File: src/rtl/fp_loader_pkg.sv
// Shared types and helpers for the FP operand loader.
package fp_loader_pkg;

  // Width of one keypad key code.
  localparam int KEY_W = 4;

  // Operand-entry FSM encoding; 2'd3 is unused and recovers to ENTER_A.
  typedef enum logic [1:0] {
    ENTER_A = 2'd0,
    ENTER_B = 2'd1,
    ISSUE   = 2'd2
  } phase_e;

  // Saturating increment of a 3-bit digit counter.
  function automatic logic [2:0] sat_inc(input logic [2:0] cnt, input logic [2:0] lim);
    logic [2:0] res;
    if (cnt < lim) begin
      res = cnt + 3'd1;
    end else begin
      res = lim;
    end
    return res;
  endfunction

endpackage

File: src/rtl/hex_entry_reg.sv
// Hex entry shift register with a saturating count of keys entered.
module hex_entry_reg
  import fp_loader_pkg::*;
#(
  parameter int DIGITS = 4
) (
  input  logic                    clk,
  input  logic                    rst,
  input  logic                    shift,
  input  logic [KEY_W-1:0]        digit,
  input  logic                    clr,
  output logic [KEY_W*DIGITS-1:0] entry,
  output logic [2:0]              cnt
);

  localparam int         W       = KEY_W * DIGITS;
  localparam logic [2:0] DIG_LIM = 3'(DIGITS);

  logic [W-1:0] entry_q, entry_d;
  logic [2:0]   cnt_q, cnt_d;

  // Next entry value: clear wins over shift; shifting continues past saturation.
  always_comb begin
    entry_d = entry_q;
    cnt_d   = cnt_q;
    if (clr) begin
      entry_d = '0;
      cnt_d   = 3'd0;
    end else if (shift) begin
      entry_d = {entry_q[W-KEY_W-1:0], digit};
      cnt_d   = sat_inc(cnt_q, DIG_LIM);
    end else begin
      entry_d = entry_q;
      cnt_d   = cnt_q;
    end
  end

  // Entry and count state registers.
  always_ff @(posedge clk or negedge rst) begin
    if (!rst) begin
      entry_q <= '0;
      cnt_q   <= 3'd0;
    end else begin
      entry_q <= entry_d;
      cnt_q   <= cnt_d;
    end
  end

  assign entry = entry_q;
  assign cnt   = cnt_q;

endmodule

File: src/rtl/fp_operand_loader.sv
// Keypad operand-entry FSM: builds operands A and B, offers them over valid/ready.
module fp_operand_loader
  import fp_loader_pkg::*;
#(
  parameter int DIGITS = 4,
  parameter int CNT_W  = 8
) (
  input  logic                    clk,
  input  logic                    rst,
  input  logic                    digit_valid,
  input  logic [KEY_W-1:0]        digit,
  input  logic                    enter,
  input  logic                    clear,
  input  logic                    op_ready,
  output logic                    op_valid,
  output logic [KEY_W*DIGITS-1:0] op_a,
  output logic [KEY_W*DIGITS-1:0] op_b,
  output logic [KEY_W*DIGITS-1:0] disp_data,
  output logic [2:0]              digit_cnt,
  output logic [1:0]              phase,
  output logic [CNT_W-1:0]        txn_cnt
);

  localparam int W = KEY_W * DIGITS;

  phase_e           state_q;
  logic             op_valid_q;
  logic [W-1:0]     op_a_q, op_b_q;
  logic [CNT_W-1:0] txn_q;

  logic             in_entry_s;
  logic             illegal_s;
  logic             take_clear_s, take_enter_s, take_digit_s;
  logic             entry_clr_s;
  logic [W-1:0]     entry_s;
  logic [2:0]       cnt_s;

  // Strobe decode: strobes only count while entering, clear > enter > digit.
  always_comb begin
    in_entry_s   = 1'b0;
    illegal_s    = 1'b0;
    take_clear_s = 1'b0;
    take_enter_s = 1'b0;
    take_digit_s = 1'b0;
    case (state_q)
      ENTER_A, ENTER_B: in_entry_s = 1'b1;
      ISSUE:            in_entry_s = 1'b0;
      default:          illegal_s  = 1'b1;
    endcase
    if (in_entry_s) begin
      take_clear_s = clear;
      take_enter_s = enter & ~clear;
      take_digit_s = digit_valid & ~enter & ~clear;
    end else begin
      take_clear_s = 1'b0;
      take_enter_s = 1'b0;
      take_digit_s = 1'b0;
    end
    entry_clr_s = take_clear_s | take_enter_s | illegal_s;
  end

  hex_entry_reg #(
    .DIGITS(DIGITS)
  ) u_entry (
    .clk   (clk),
    .rst   (rst),
    .shift (take_digit_s),
    .digit (digit),
    .clr   (entry_clr_s),
    .entry (entry_s),
    .cnt   (cnt_s)
  );

  // Operand-entry FSM with operand capture, handshake and transfer count.
  always_ff @(posedge clk or negedge rst) begin
    if (!rst) begin
      state_q    <= ENTER_A;
      op_valid_q <= 1'b0;
      op_a_q     <= '0;
      op_b_q     <= '0;
      txn_q      <= '0;
    end else begin
      case (state_q)
        ENTER_A: begin
          if (take_clear_s) begin
            op_a_q  <= '0;
            op_b_q  <= '0;
            state_q <= ENTER_A;
          end else if (take_enter_s) begin
            op_a_q  <= entry_s;
            state_q <= ENTER_B;
          end else begin
            state_q <= ENTER_A;
          end
        end
        ENTER_B: begin
          if (take_clear_s) begin
            op_a_q  <= '0;
            op_b_q  <= '0;
            state_q <= ENTER_A;
          end else if (take_enter_s) begin
            op_b_q     <= entry_s;
            op_valid_q <= 1'b1;
            state_q    <= ISSUE;
          end else begin
            state_q <= ENTER_B;
          end
        end
        ISSUE: begin
          // The offer holds until the MAC takes it; strobes are ignored here.
          if (op_ready) begin
            op_valid_q <= 1'b0;
            txn_q      <= txn_q + CNT_W'(1);
            state_q    <= ENTER_A;
          end else begin
            state_q <= ISSUE;
          end
        end
        default: begin
          op_valid_q <= 1'b0;
          state_q    <= ENTER_A;
        end
      endcase
    end
  end

  assign op_valid  = op_valid_q;
  assign op_a      = op_a_q;
  assign op_b      = op_b_q;
  assign disp_data = entry_s;
  assign digit_cnt = cnt_s;
  assign phase     = state_q;
  assign txn_cnt   = txn_q;

endmodule

File: config.mk
export PLATFORM = sky130hd
export DESIGN_NAME = fp_operand_loader
export DESIGN_NICKNAME = d
export VERILOG_FILES = /design/src/rtl/fp_loader_pkg.sv /design/src/rtl/hex_entry_reg.sv /design/src/rtl/fp_operand_loader.sv
export SDC_FILE = /design/constraint.sdc
export NUM_CORES = 1
export LEC_CHECK = 0
export ABC_CLOCK_PERIOD_IN_PS = 2300
export CORE_MARGIN = 1.5
export CORE_UTILIZATION = 50
export DETAILED_ROUTE_END_ITERATION = 7
export PLACE_DENSITY_LB_ADDON = 0.2
export SLEW_MARGIN = 20
export SYNTH_ARGS = -nofsm -noshare
export SYNTH_HDL_FRONTEND = slang
export SYNTH_SLANG_ARGS = --single-unit
File: constraint.sdc
create_clock -name clk -period 2.3 [get_ports clk]
set_input_delay 0.345 -clock clk [delete_from_list [all_inputs] [get_ports clk]]
set_output_delay 0.345 -clock clk [all_outputs]
set_load 0.02 [all_outputs]
; Word level (Yosys, flattened, before mapping)
; Index checks and enable logic that the tools add are counted.
[totals]
inputBits = 10
out_inout_bits = 62
ff_bits = 62
word_cells = 61
[classes]
eq_ne = 9
bitwise_logic = 8
muxes = 25
add_sub_neg = 2
order_cmp = 1
reduce_logical = 9
[op_table]
columns = operator, n
row1 = $mux W16, 5
row2 = $pmux W16 S2, 2
row3 = $mux W1, 10
row4 = $ne A2 B2 Y1 const B, 5
row5 = $mux W3, 3
row6 = $add A8 B1 Y8 const B, 1
row7 = $mux W2, 3
row8 = $ne A3 B3 Y1 const B, 2
row9 = $pmux W2 S3, 1
row10 = $reduce_and A3 Y1, 2
row11 = $reduce_and A4 Y1, 1
row12 = $reduce_bool A2 Y1, 2
row13 = $add A3 B1 Y3 const B, 1
row14 = $and A1 B1 Y1, 3
row15 = $lt A3 B3 Y1 const B, 1
row16 = $not A1 Y1, 3
row17 = $pmux W1 S3, 1
row18 = $reduce_or A3 Y1, 1
row19 = $eq A2 B1 Y1 const B, 1
row20 = $eq A2 B2 Y1 const B, 1
row21 = $logic_not A2 Y1, 1
row22 = $or A1 B1 Y1, 2
row23 = $reduce_and A2 Y1, 1
row24 = $reduce_or A2 Y1, 1

; Longest topological paths before layout
[logic_depth]
word_depth = 7
mapped_depth = 6
mapped_depth_nobuf = 4

; By module
; Synthesis repeated with hierarchy kept, for this count alone.
[hier_totals]
cells_unflattened = 253
area_unflattened_um2 = 2602.5
[by_module_without_submodules]
columns = mod, instances, cells_each, area_each_um2, seq_area_each_um2
row1 = fp_operand_loader, 1, 189, 1823.0, 1076.0
row2 = hex_entry_reg, 1, 64, 779.5, 475.5

; Worst setup path after synthesis
; No wires, ideal clock.
[synth_path]
path_kind = reg-to-reg
startpoint = register state_q[1] (netlist: phase[1])
endpoint = register u_entry.entry_q[10] (netlist: u_entry.entry[10])
setup_time_ns = 0.066
t_required_ns = 2.234
n_path_buf = 2
slack_ns = 0.833
stages_incl_launch_ff = 5
t_arrival_ns = 1.401
synth_period_minus_slack_ns = 1.467
cell_sequence = dfrtp_1 > buf_6 > o41ai_4 > buf_6 > a22o_1
[synth_between]
elab_chain_cells = 7
word_cells_on_any_way = 14
cone_classes = 2 x eq/ne / 6 x mux / 2 x bitwise / 4 x reduce/logical
[synth_lines]
columns = element, line_no
row1 = from (decl), fp_operand_loader.sv:26  ; phase_e state_q;
row2 = from (signal assigned), fp_operand_loader.sv:77  ; state_q <= ENTER_A;
row3 = from (signal assigned), fp_operand_loader.sv:88  ; state_q <= ENTER_A;
row4 = from (signal assigned), fp_operand_loader.sv:91  ; state_q <= ENTER_B;
row5 = $eq A2 B1 Y1 or $logic_not A2 Y1 (tied branches), fp_operand_loader.sv:45  ; case (state_q)
row6 = $reduce_or A2 Y1, fp_operand_loader.sv:45
row7 = $mux W1, fp_operand_loader.sv:45
row8 = $mux W1, fp_operand_loader.sv:50  ; if (in_entry_s) begin
row9 = $or A1 B1 Y1 (2 in a row), fp_operand_loader.sv:59  ; entry_clr_s = take_clear_s | take_enter_s | illegal_s;
row10 = $mux W16 or $reduce_bool A2 Y1 (tied branches), --
row11 = to (signal assigned), hex_entry_reg.sv:44  ; entry_q <= entry_d;
row12 = to (decl), hex_entry_reg.sv:19  ; logic [W-1:0] entry_q, entry_d;
; Several ways; a longest one is shown, not always the timed one.
; A chain may end at the register's enable or synchronous reset.

; Worst setup path after layout
[layout_path]
startpoint = register state_q[1] (netlist: phase[1])
endpoint = output phase[1]
[layout_lines]
columns = element, line_no
row1 = to (decl), fp_operand_loader.sv:20  ; output logic [1:0] phase,
; No word-level cell between the ends.

==> run summary <==
For the initial antenna violation count, the log shows 0. The arrival time of the worst setup path came out at 1500 ps. Grouping stages by cell kind, the critical path spends the most delay in buffers and inverters. After clock tree synthesis, the repair step resized 0 gates. The count of filler cells inserted in the layout came out at 325.

Using the TritonRoute via totals, the vias-per-cell ratio works out to 5.76. The tools report the starting utilization of the core area as 51.8%. The first global-routing pass estimated 8810 um of wire. In the final routed layout, each cell accounts on average for 17.6 um. Setup repair after global routing left no endpoint under its margin.

The run gives 63.8% as the sequential area share after synthesis. When the netlist entered floorplanning its net count stood at 181. The leakage power is 1.59 nW, and the number of search-and-repair iterations in the first detailed-routing pass is 4. Die extent in y: 72.7 um. The number of endpoints failing setup at the final stage is 0. Count of warnings emitted by yosys: 0.

The number of sinks on the clock net is 62. The share of flip-flops with an asynchronous set or reset after synthesis is 100%. The die is 72.7 um wide.

The number of hold buffers added after CTS is 0, and the cell count after placement is 294. After detailed routing, the total wire length is 5450 um. The path type of the worst setup path is reg -> out.

The floorplan step defined a die boundary enclosing 5290 um2. Detailed routing inserted a total of 1787 vias. The logs give 29 for the maximum number of pins on one net before global-route repair and 139 for the DRC marker count from the first detailed-route iteration. Clock skew on the completed layout was measured at 9.77 ps. Traced cell by cell, the critical path runs through clkdlybuf4s50_1.

Net switching share of the total power: 24.3%. Derived from the worst setup path, the maximum achievable clock frequency is 0.543 GHz. At the end of routability-driven placement, the weighted congestion stood at 0.771.

The tools report the count of pins over their slew limit as 0. For this design, the slowest cell found on the critical path is sky130_fd_sc_hd__clkdlybuf4s50_1. After detailed routing, the number of remaining DRC violations is 0.

Tightest slew margin relative to the limit: 51.1%. In this run the biggest area consumer among cell types represents 63.8% of the synthesized area. Global routing used 22.6% of the available tracks. The run gives 263 as the final net count. The cell sitting at the root of the clock tree is a sky130_fd_sc_hd__clkbuf_8. The number of buffers and inverters on the critical path came out at 1. The post-route fraction of the period consumed by the critical path was 80.0%. The worst setup path is captured at an output pin. The most common cell in the synthesized netlist is sky130_fd_sc_hd__dfrtp_1.

The number of buffers added on ports was 71. Registers take 1550 um2. Counting the buffers created by CTS gives 9. In this run the cell area of the synthesized design comes to 2430 um2.

Cell area power density: 758 nW/um2. Counting flops with a built-in enable in the synthesized netlist gives 0. The gate count of the mapped netlist came out at 169.

The run finished with clean final reports. Startpoint type of the worst setup path: a register. Multi-input logic area: 800 um2. The clock edge transition at the registers on the reported setup and hold paths was 70 ps.

Of all cell types, the one taking the most synthesized area is sky130_fd_sc_hd__dfrtp_1. In the post-synthesis netlist, the biggest area contributors are sky130_fd_sc_hd__dfrtp_1, sky130_fd_sc_hd__a22o_1, sky130_fd_sc_hd__buf_6. The commonest cells after synthesis are sky130_fd_sc_hd__dfrtp_1, sky130_fd_sc_hd__a22o_1, sky130_fd_sc_hd__buf_2. The flip-flop and latch count after synthesis is 62, and the post-layout instance count excluding filler cells is 310. VDD sags by at most 0.532 mV.

The number of buffers between clock root and the deepest sink is 2. Via count of the first global-routing pass: 1725. The detail route stage leaves a number of antenna-violating nets equal to 0.

The post-synthesis average cell area is 14.4 um2. 72 I/O pins were placed. Clock latency on the worst-skew pair: 330 ps. Among all flip-flop cells after synthesis, the most frequent one is sky130_fd_sc_hd__dfrtp_1. The count of final hold-check violations is 0. TritonCTS built the clock tree.

In the final layout, the share of cells above drive strength 1 is 13.3%. For this run, the slowest stage of the critical path takes 660 ps. The logs give 0 for the total congestion overflow after global routing and 32 for the number of distinct library cells after synthesis. The floorplan has 25 rows. Along the worst path, the maximum fanout reaches 8.

For the worst setup path, the data required time is 1960 ps. The transition time at the pin with the least slew margin is 733 ps, and the core box area is 4690 um2. The time the worst path needs with I/O delays and setup is 1840 ps. The tools report the setup total negative slack as 0 ps.

Sequential cells account for 45.1% of the total power. Combinational logic is responsible for 12.9% of the overall power. The logs give 3 for the level count of the clock H-tree and 0 for the number of setup buffers added after CTS. Classification of the worst-slack hold path: in -> async.

The run gives 0.00199 W as the internal power. The repair_antennas step left the layout with diodes totalling 0. The tool flagged a number of max-cap violations equal to 0.

The analysis attributes to net switching a power of 0.000636 W. Compared with the post-synthesis result, the final layout area differs by 42.4%. The clock network accounts for 42.0% of the total power. The half-perimeter wire length of the detailed placement result is 3570 um.
==> sequential cells by signal (all words and copies together) (netlist names) <==
signal,count
op_b,16
u_entry.entry,16
txn_cnt,8
phase,2
op_a,16
u_entry.cnt,3
op_valid,1
==> layout by cell type (no fill, tap or decap), drive strengths merged, types with 2 or more instances in the layout <==
cell,synthesis,layout
nor3,5,5
nand2b,2,2
a22o,49,49
clkbuf,1,13
a21oi,3,3
nand3,2,2
bufinv,0,2
nor2,4,4
buf,11,13
o21bai,2,2
nand2,4,4
ha,2,2
xor2,4,4
dfrtp,62,62
xnor2,4,4
clkdlybuf4s50,0,70
==> per-layer routing <==
metal | vias up | track usage, % | share of wire, %
met3 | 6 | 5.94 | 5.7
li1 | 803 | - | -
met4 | 0 | 9.85 | 1.4
met1 | 910 | 32.0 | 45
met2 | 68 | 33.1 | 48
met5 | - | 0 | 0
==> cell families (layout without fill, tap and decap cells) <==
group	Yosys count	in the layout	share of synthesized area [%]
AND/OR/NAND/NOR	27	27	7.46
buffers and inverters	12	99	3.65
adder cells (fa/ha/maj)	2	2	1.03
flip-flops	62	62	63.8
AO/OA/AOI/OAI	57	57	20.7
multiplexers	1	1	0.463
XOR/XNOR	8	8	2.88
==> worst paths after layout <==
| check | startpoint | end | slack, ps | depth (start not counted) |
|---|---|---|---|---|
| worst max-delay path | phase[1] | phase[1] | 460 | 1 |
| worst min-delay path | rst | txn_cnt[5] | 20 | 1 |
| worst max register to register | phase[0] | op_a[2] | 640 | 3 |
| worst min register to register | txn_cnt[7] | txn_cnt[7] | 470 | 1 |
| max in group asynchronous | rst | u_entry.entry[5] | 1590 | 2 |
| min in group clk | txn_cnt[7] | txn_cnt[7] | 470 | 1 |
==> cell type report <==
class	instances	share of cell area, %
clock buffer	13	4.88
clock inverter	3	1.88
multi-input combinational	95	23.1
sequential	62	44.8
tap	54	1.95
timing repair buffer	83	23.4
==> power groups by stage <==
stage	Combinational (W)	Sequential (W)	Clock (W)
after floorplan	0.000137	0.00124	0
after global placement	0.000338	0.00120	0
after detailed placement	0.000342	0.00120	0
after CTS	0.000344	0.00118	0.00112
after global routing	0.000371	0.00119	0.00117
final	0.000339	0.00118	0.00110
==> metrics by stage <==
| stage | instance area [um2] | hold slack (ps) | utilization (%) | setup slack (ps) | total power, W |
|---|---|---|---|---|---|
| finish | 3460 | 21.0 | 73.8 | 459 | 0.00262 |
| global route | 3460 | 64.3 | 73.8 | 388 | 0.00273 |
| CTS | 3460 | 21.1 | 73.8 | 419 | 0.00265 |
| detailed placement | 3230 | 391 | 68.8 | 231 | 0.00155 |
| global placement | 3230 | 394 | 68.8 | 272 | 0.00154 |
| floorplan | 2430 | 49.4 | - | 833 | 0.00138 |
(Power assumes the default switching activity.)
==> variant: new RTL, same flow settings <==
`DIGITS` is set to 4 in 2 places; all go to 3.
--- a/src/rtl/hex_entry_reg.sv
+++ b/src/rtl/hex_entry_reg.sv
@@ -2,7 +2,7 @@
 module hex_entry_reg
   import fp_loader_pkg::*;
 #(
-  parameter int DIGITS = 4
+  parameter int DIGITS = 3
 ) (
   input  logic                    clk,
   input  logic                    rst,
--- a/src/rtl/fp_operand_loader.sv
+++ b/src/rtl/fp_operand_loader.sv
@@ -2,7 +2,7 @@
 module fp_operand_loader
   import fp_loader_pkg::*;
 #(
-  parameter int DIGITS = 4,
+  parameter int DIGITS = 3,
   parameter int CNT_W  = 8
 ) (
   input  logic                    clk,
Ports: changed (resized disp_data, op_a and op_b); port bits go from 72 to 60. No check against the original RTL was run, so the function may have changed too.
==> variant against the original RTL <==
Power down 29%; largest power group unchanged; setup slack worse by 0.025 ns; non-clock buffer count down 16; cell area down 20%; routed wire length down 15%; sequential cell count down 12; die area down 16%; via count down 17%; synthesized area down 17%.
==> variant: results (changes against the original RTL) <==
- RD Place Congestion: 0.798 (was 0.771)
- Syn Nets: 158 (was 181)
- Peak VDD IR: 0.469 mV (was 0.532 mV)
- Dpl cell area: 2660 um^2 (was 3230 um^2)
- Critical path fanouts, max: 13 (was 8)
- H-Tree Depth: 2 (was 3)
- Worst Path Arrival: 2.11 ns (was 1.50 ns)
- Top cells by area, synth: dfrtp_1, a22o_1, xnor2_1, xor2_1, buf_2 (was dfrtp_1, a22o_1, buf_6, xnor2_1, xor2_1)
- Via/cell ratio: 5.75 (was 5.76)
- Worst-path clk slew: 0.09 ns (was 0.07 ns)
- Yosys top cell area share: 61.7% (was 63.8%)
- Setup crit start: enter (was phase[1])
- Critical R2R Capture: op_b[9] (was op_a[2])
- Slew Limit Headroom: 34.9% (was 51.1%)
- Critical path capture point type: flip-flop (was primary output)
- Share of cells above drive strength 1: 11.8% (was 13.3%)
- Lkg Pwr: 1.26 nW (was 1.59 nW)
- Final Skew: 0.00319 ns (was 0.00977 ns)
- Fillcell total: 245 (was 325)
- List of most frequent post-synthesis cells: dfrtp_1, a22o_1, buf_2, nand2_1 (was dfrtp_1, a22o_1, buf_2)
- Distinct cell type count after synthesis: 36 (was 32)
- Post-synthesis sequential area ratio: 61.7% (was 63.8%)
- Die footprint: 4450 um^2 (was 5290 um^2)
- Vias in the first global route: 1,441 (was 1,725)
- TritonCTS buffer count: 5 (was 9)
- Routed WL: 4.63 mm (was 5.45 mm)
- Number of nets in the layout: 222 (was 263)
- Worst reg2reg path startpoint: phase[1] (was phase[0])
- Reg2Reg Setup Slack: 0.49 ns (was 0.64 ns)
- Syn Area/Cell: 13.9 um^2 (was 14.4 um^2)
- Gr usage total: 22.3% (was 22.6%)
- Pre-CTS WS: 0.0669 ns (was 0.231 ns)
- DP HPWL: 3.28 mm (was 3.57 mm)
- Initial DRC Count: 91 (was 139)
- Min Tclk post-route: 1.87 ns (was 1.84 ns)
- Wire per inst: 17.9 um (was 17.6 um)
- Global-route wire length before repair: 7.20 mm (was 8.81 mm)
- Port bufs: 59 (was 71)
- Inst Count DP: 250 (was 294)
- Dominant synthesized flop cell: dfrtp_1 (unchanged)
- Status: finished, final reports clean (unchanged)
- Antenna fix cells: 0 (unchanged)
- Worst skew pair latency: 0.30 ns (was 0.33 ns)
- Largest net degree at the start of global routing: 37 (was 29)
==> variant: changes by cell type after synthesis, sizes merged, moves of 2 or more <==
cell	before	now
a22o	49	36
dfrtp	62	50
nand2	4	6
buf	11	9
==> variant: worst min-delay path by stage <==
stage	end	slack (ns)	cells after the start
6_report	u_entry.entry[9]	0.48	2
5_1_grt	txn_cnt[7]	0.48	1
4_1_cts	u_entry.entry[2]	0.48	2
3_5_place_dp	u_entry.entry[9]	0.26	1
3_3_place_gp	u_entry.entry[9]	0.25	1
2_1_floorplan	op_a[0]	0.05	0
==> variant: area by class of cell <==
cell class / instances / area, um^2 / share of cell area [%]
clock inverters: 2 / 37.5 / 1.35
multi-input cells: 86 / 713 / 25.6
repair buffers: 67 / 648 / 23.3
flip-flops and latches: 50 / 1250 / 45.0
clock buffers: 6 / 72.6 / 2.61
well taps: 48 / 60.1 / 2.16
==> variant: repair_timing <==
action | 4_1_cts | 5_1_grt
hold endpoints to repair | 14 | 0
setup buffers | 0 | 0
hold buffers | 1 | 0
==> variant: where the power goes <==
group | internal, W | total, W | switching [W] | leakage (nW)
clock network | 0.000324 | 0.000608 | 0.000284 | 0.0514
logic | 0.000139 | 0.000297 | 0.000158 | 0.523
registers | 0.000916 | 0.000966 | 0.0000499 | 0.687
total | 0.00138 | 0.00187 | 0.000492 | 1.26
==> variant: critical path: stages <==
cell             delay [ns]
clkdlybuf4s50_1        0.49
buf_4                  0.18
nand2_1                0.09
nor3_2                 0.73
a22o_1                 0.27
==> variant: metal layers <==
| layer | wire [um] | up-vias | global-route usage, % |
|---|---|---|---|
| li1 | - | 677 | - |
| met1 | 1990 | 751 | 28.6 |
| met2 | 2370 | 57 | 37.6 |
| met3 | 206 | 4 | 5.24 |
| met4 | 51 | 0 | 6.38 |
| met5 | 0 | - | 0 |
==> variant: per-stage QoR <==
step	util [%]	power, W
floorplan	-	0.00114
global placement	70.6	0.00127
detailed placement	70.6	0.00128
CTS	73.8	0.00189
global route	73.8	0.00195
finish	73.8	0.00187
==> variant: cell families (layout without fill, tap and decap cells) <==
family          after synthesis  in the layout  share of synthesized area, %
compound gates               47             47                          20.4
simple gates                 28             28                          9.50
buf+inv                      10             75                          3.15
xor+xnor                      8              8                          3.45
mux                           1              1                         0.555
flops                        50             50                          61.7
fa+ha+maj                     2              2                          1.23
